==> src/rtl/uart_rx.sv <==
// uart_rx: 8N1-style serial receiver.
// The line is synchronised, each start edge is qualified at mid-bit, and
// DBIT data bits plus one stop bit are sampled at baud-period intervals.
// A good frame gives a one-cycle o_valid with the byte on o_data. A low
// stop bit gives a one-cycle o_frame_err, and the receiver then waits for
// the line to return high before it looks for a new start edge.
//
// state    | meaning
// ---------+----------------------------------------------------------
// ST_IDLE  | line idle, waiting for rx_s low (start edge)
// ST_START | counting to mid start bit to reject glitches
// ST_DATA  | sampling DBIT data bits, LSB first, one per baud period
// ST_STOP  | sampling the stop bit; high = good byte, low = framing error
// ST_BREAK | framing error seen, waiting for the line to go high again

module uart_rx #(
  parameter int CLKS_PER_BAUD = 1458,
  parameter int DBIT          = 8
) (
  input  logic            i_clk,
  input  logic            i_rstn,
  input  logic            i_uart_rx,
  output logic [DBIT-1:0] o_data,
  output logic            o_valid,
  output logic            o_frame_err,
  output logic            o_busy
);

  localparam int CW   = $clog2(CLKS_PER_BAUD);
  localparam int HALF = CLKS_PER_BAUD / 2;
  localparam int IW   = (DBIT > 1) ? $clog2(DBIT) : 1;

  localparam logic [CW-1:0] HALF_LD = CW'(HALF - 1);
  localparam logic [CW-1:0] FULL_LD = CW'(CLKS_PER_BAUD - 1);
  localparam logic [IW-1:0] IDX_LAST = IW'(DBIT - 1);

  typedef enum logic [2:0] {
    ST_IDLE  = 3'd0,
    ST_START = 3'd1,
    ST_DATA  = 3'd2,
    ST_STOP  = 3'd3,
    ST_BREAK = 3'd4
  } state_t;

  state_t          state;
  logic            rx_meta;
  logic            rx_s;
  logic [CW-1:0]   baud_cnt;
  logic [IW-1:0]   bit_idx;
  logic [DBIT-1:0] shreg;

  // Two-flop synchroniser; resets to the idle-high line level.
  always_ff @(posedge i_clk or negedge i_rstn) begin
    if (!i_rstn) begin
      rx_meta <= 1'b1;
      rx_s    <= 1'b1;
    end else begin
      rx_meta <= i_uart_rx;
      rx_s    <= rx_meta;
    end
  end

  // Frame FSM with baud down-counter, shift register and registered strobes.
  always_ff @(posedge i_clk or negedge i_rstn) begin
    if (!i_rstn) begin
      state       <= ST_IDLE;
      baud_cnt    <= '0;
      bit_idx     <= '0;
      shreg       <= '0;
      o_data      <= '0;
      o_valid     <= 1'b0;
      o_frame_err <= 1'b0;
    end else begin
      o_valid     <= 1'b0;
      o_frame_err <= 1'b0;
      case (state)
        ST_IDLE: begin
          if (!rx_s) begin
            baud_cnt <= HALF_LD;
            state    <= ST_START;
          end
        end
        ST_START: begin
          if (baud_cnt == '0) begin
            if (rx_s) begin
              // Line back high at mid start bit: glitch, drop it silently.
              state <= ST_IDLE;
            end else begin
              baud_cnt <= FULL_LD;
              bit_idx  <= '0;
              state    <= ST_DATA;
            end
          end else begin
            baud_cnt <= baud_cnt - CW'(1);
          end
        end
        ST_DATA: begin
          if (baud_cnt == '0) begin
            // Shift right so that the first bit received ends at bit 0.
            shreg    <= {rx_s, shreg[DBIT-1:1]};
            baud_cnt <= FULL_LD;
            if (bit_idx == IDX_LAST) begin
              state <= ST_STOP;
            end else begin
              bit_idx <= bit_idx + IW'(1);
            end
          end else begin
            baud_cnt <= baud_cnt - CW'(1);
          end
        end
        ST_STOP: begin
          if (baud_cnt == '0) begin
            if (rx_s) begin
              // Going idle at mid stop bit allows back-to-back frames.
              o_data  <= shreg;
              o_valid <= 1'b1;
              state   <= ST_IDLE;
            end else begin
              o_frame_err <= 1'b1;
              state       <= ST_BREAK;
            end
          end else begin
            baud_cnt <= baud_cnt - CW'(1);
          end
        end
        ST_BREAK: begin
          // A held-low line must not look like a stream of start bits.
          if (rx_s) begin
            state <= ST_IDLE;
          end
        end
        default: begin
          state <= ST_IDLE;
        end
      endcase
    end
  end

  assign o_busy = (state != ST_IDLE);

endmodule

==> config.mk <==
export PLATFORM = sky130hd
export DESIGN_NAME = uart_rx
export DESIGN_NICKNAME = d
export VERILOG_FILES = /design/src/rtl/uart_rx.sv
export SDC_FILE = /design/constraint.sdc
export NUM_CORES = 1
export LEC_CHECK = 0
export ABC_AREA = 1
export CORE_MARGIN = 1
export CORE_UTILIZATION = 65
export CTS_BUF_LIST = sky130_fd_sc_hd__clkbuf_4 sky130_fd_sc_hd__clkbuf_8
export DETAILED_ROUTE_END_ITERATION = 10
export GPL_ROUTABILITY_DRIVEN = 0
export PLACE_DENSITY = 0.86
export SLEW_MARGIN = 20
export SYNTH_ARGS = -nofsm -noshare
export SYNTH_HDL_FRONTEND = slang
export SYNTH_SLANG_ARGS = --single-unit
==> constraint.sdc <==
create_clock -name i_clk -period 3.84 [get_ports i_clk]
set_input_delay 1.152 -clock i_clk [delete_from_list [all_inputs] [get_ports i_clk]]
set_output_delay 1.152 -clock i_clk [all_outputs]
set_load 0.01 [all_outputs]
== Yosys cells after proc, flatten, opt, wreduce, memory -nomap -nowiden ==
Cells that the tools add are included.
Storage, ports and cells
  register bits after elaboration: 37
  input bits: 3
  output and inout bits: 11
  word-level logic and storage cells: 62
Cells by class
  add/subtract/negate cells: 2
  eq/ne operators: 15
  mux-type cells: 26
  reduce and logical (&&, ||, !) cells: 10
Operators with widths (number)
  $mux 11: 5
  $pmux 11 s4: 1
  $mux 3: 11
  $ne 2x2->1 const B: 9
  $pmux 3 s5: 1
  $logic_not 11->1: 1
  $sub 11x1->11 const B: 1
  $eq 3x2->1 const B: 2
  $eq 3x3->1 const B: 2
  $mux 1: 6
  $pmux 3 s2: 1
  $reduce_and 6->1: 1
  $reduce_and 5->1: 1
  $reduce_and 4->1: 1
  $reduce_bool 4->1: 1
  $add 3x1->3 const B: 1
  $eq 3x1->1 const B: 1
  $logic_not 3->1: 1
  $ne 3x3->1 const B: 1
  $reduce_and 3->1: 1
  $reduce_bool 3->1: 1
  $mux 2: 1
  $reduce_and 2->1: 1
  $reduce_bool 2->1: 1

== Logic depth before layout (Yosys ltp) ==
  depth in word-level cells: 4
  depth in mapped cells: 10
  depth with buffers taken out: 10

== Worst setup path before layout ==
No wires, ideal clock.
  path kind: register to output
  start: reg state[0]
  end: out o_busy
  data arrival time: 0.708 ns
  data required time: 2.688 ns
  setup slack: 1.980 ns
  cell stages (with the launch flop): 3
  buffers on the path: 0
  cell sequence: dfrtp_1 nor2_1 nand2_1
Between the ends
  word-level cells in the longest chain between the ends: 1
Ends and longest elaborated chain
  start: declaration: line 45  | state_t state;
  start signal: assignment: line 66  | state <= ST_IDLE;
  start signal: assignment: line 80  | state <= ST_START;
  start signal: assignment: line 87  | state <= ST_IDLE;
  $reduce_bool 3->1: line 139  | assign o_busy = (state != ST_IDLE);
  end: declaration: line 26  | output logic o_busy
Every way passes these cells.

== Final worst setup path ==
Ends and elaborated chain as after synthesis.

==> key figures <==
Placement
  – Port Buffer Count: 13
  – Placed cell area: 2200 um^2
  – Detail Placement HPWL: roughly 2.6 mm

Yosys
  – Commonest cells in the synthesized netlist: nand2_1, inv_1, dfrtp_1, nor2_1, o21ai_2
  – Top-count cell post-synth: nand2_1
  – Sequential share of the synthesized area: 0.454
  – Post-synthesis instance total: 240
  – Mapped cell area: a little over 2000 um^2
  – Yosys cell types: 27
  – Largest area contributor in the synthesized netlist: dfrtp_1
  – Synth Area per Inst: between 8 and 9 um^2
  – Async SR Flop Fraction: 1.00
  – Main synth FF type: dfrtp_1
  – Ys Warns: 0
  – Number of synthesized flops with an enable pin: 0
  – Top post-synthesis cells by area: dfrtp_1, nand2_1, o21ai_2
  – Share of the synthesized area in the top cell type: 0.428
  – Yosys reg bits: 37
  – Mapped Nets: approximately 250

Power and ir drop
  – VDD IR max: about 0.22 mV
  – Pleak: 1.15 nW
  – Power Total: about 0.69 mW
  – Pwr Density: roughly 300 nW/um^2

Job
  – Max Cap Viol: 0

Timing
  – Slew Limit Fails: 0
  – Relative slew slack: 0.479
  – Fin crit period: 2770 ps
  – Unrepaired setup endpoints after global routing: false
  – Count of final hold-check violations: 0
  – Fin Hold WS: 363 ps
  – Final period util: 0.721
  – Setup Total Neg Slack: 0 ps
  – Final setup violation count: 0
  – Fin Clk Skew: 13.4 ps
  – Peak Freq: between 0.3 and 0.4 GHz
  – Worst-Margin Slew: around 780 ps

Setup path
  – RR Endpoint: bit_idx[1]
  – Crit path required time: approximately 2700 ps
  – Worst r2r src: baud_cnt[0]
  – Crit path kind: reg2out
  – Worst setup SP type: flip-flop
  – Reg2reg setup slack: ~2100 ps
  – Worst EP arrival: approximately 1600 ps
  – CP max FO: 5
  – Reg2Reg Depth: 8
  – Crit. End Element: output pin

Global route
  – Vias in the first global route: between 1000 and 1500
  – GRT overflow: 0
  – Antenna violations before repair: 0
  – Largest net degree at the start of global routing: 38
  – Aggregate global-route resource usage: 0.234
  – Global-route wire length before repair: approximately 6.0 mm

Drt
  – Average wire per standard cell: around 12 um
  – DRC Markers: 0
  – Detail Route Antenna Nets: 0
  – Drt first pass iters: 4
  – Iteration-0 DRC Markers: 83
  – Post-DR vias/cell: 5.19
  – Vias: approximately 1600
  – Post-Route WL: 3.49 mm

Die
  – Die W: 58.1 um
  – Core Area: about 2900 um^2
  – Die Y: roughly 58 um
  – IO Count: 14
  – Starting Density: 0.711
  – Std-Cell Rows: 19
  – Die ar.: ~3400 um^2

Layout
  – Layout area overhead: 11.9%
  – Nets: around 270
  – Ant diodes: 0
  – Final core utilization: 0.796
  – Post-route cell area: around 2300 um^2
  – Fraction of layout cells with a size suffix above 1: 0.181

Clock network
  – Reg clk slew, reported paths: 120 ps
  – Hold buffers post-CTS: 0
  – H-tree levels: 2
  – Post-CTS sizing: 0
  – CTS Sinks: 37
  – Root buffer cell: clkbuf_4
  – CTS buffer count: 5
  – Setup repair bufs after CTS: 0
  – CTS tree: built
  – Clk buf depth: 2
  – Worst-Skew Late Latency: around 340 ps

Status
  – Status: finished clean

Hold path
  – Worst Hold Launch: rx_meta
  – Worst Hold Depth: 0
  – Hold Path Sink: rx_s
  – Hold crit path type: reg2reg
[layout by cell type, fill, tap and decap left out, types with 4 or more instances in the layout]
cell type	count
clkdlybuf4s50_1	12
o21ai_1	4
dfrtp_1	35
inv_1	36
nand2_1	68
o21ai_2	16
nand4_1	7
o21ai_0	4
clkbuf_4	5
nor2_1	21
ha_1	4
nand3_1	12
[final cells by class]
| class | count | area (um^2) |
|---|---|---|
| fill | 201 | 588 |
| multi-input combinational | 164 | 952 |
| clock buffer | 6 | 51.3 |
| timing repair buffer | 13 | 125 |
| inverter | 37 | 141 |
| tap | 42 | 52.6 |
| clock inverter | 2 | 37.5 |
| sequential | 37 | 928 |
[report_power, final]
part | switching (mW) | leakage [nW] | total, mW | internal, mW
Sequential | 0.00127 | 0.487 | 0.393 | 0.391
Combinational | 0.00881 | 0.620 | 0.0107 | 0.00194
Clock | 0.132 | 0.0445 | 0.287 | 0.155
[layer usage]
| layer | global-route usage | vias up | part of all wire |
|---|---|---|---|
| li1 | - | 789 | - |
| met1 | 0.312 | 733 | 0.47 |
| met2 | 0.374 | 35 | 0.47 |
| met3 | 0.0424 | 6 | 0.039 |
| met4 | 0.105 | 0 | 0.016 |
| met5 | 0 | - | 0 |
[worst max-delay path, stage by stage, from the launching register on]
cell and delay, ps:
dfrtp_1 440, nor2_1 250, nand2_1 110, clkdlybuf4s50_1 490
[flip-flops by register name (all words and copies together) (netlist names)]
register     flops
o_data           8
shreg            8
o_valid          1
rx_meta          1
rx_s             1
state            3
o_frame_err      1
bit_idx          3
baud_cnt        11
[kinds of logic after synthesis]
| kind of cell | Yosys count | synth area share |
|---|---|---|
| and+or+nand+nor | 123 | 0.296 |
| buffers and inverters | 39 | 0.0802 |
| DFF | 37 | 0.454 |
| AOI/OAI and AO/OA | 32 | 0.124 |
| xor gates and xnor gates | 5 | 0.0214 |
| adders and majority gates | 4 | 0.0245 |
[metrics by stage]
step | cells | setup WS (ps)
3_5_place_dp | 293 | 1480
5_1_grt | 301 | 972
3_3_place_gp | 293 | 1510
6_report | 301 | 1070
2_1_floorplan | 240 | 1980
4_1_cts | 301 | 1090
[worst max path at each step]
| stage | from | end | slack, ps |
|---|---|---|---|
| after floorplan | state[0] | o_busy | 1980 |
| after global placement | state[2] | o_busy | 1510 |
| after detailed placement | state[0] | o_busy | 1480 |
| after CTS | state[0] | o_busy | 1090 |
| after global routing | state[0] | o_busy | 970 |
| final | state[0] | o_busy | 1070 |
Power figures use the tool's default switching activity.
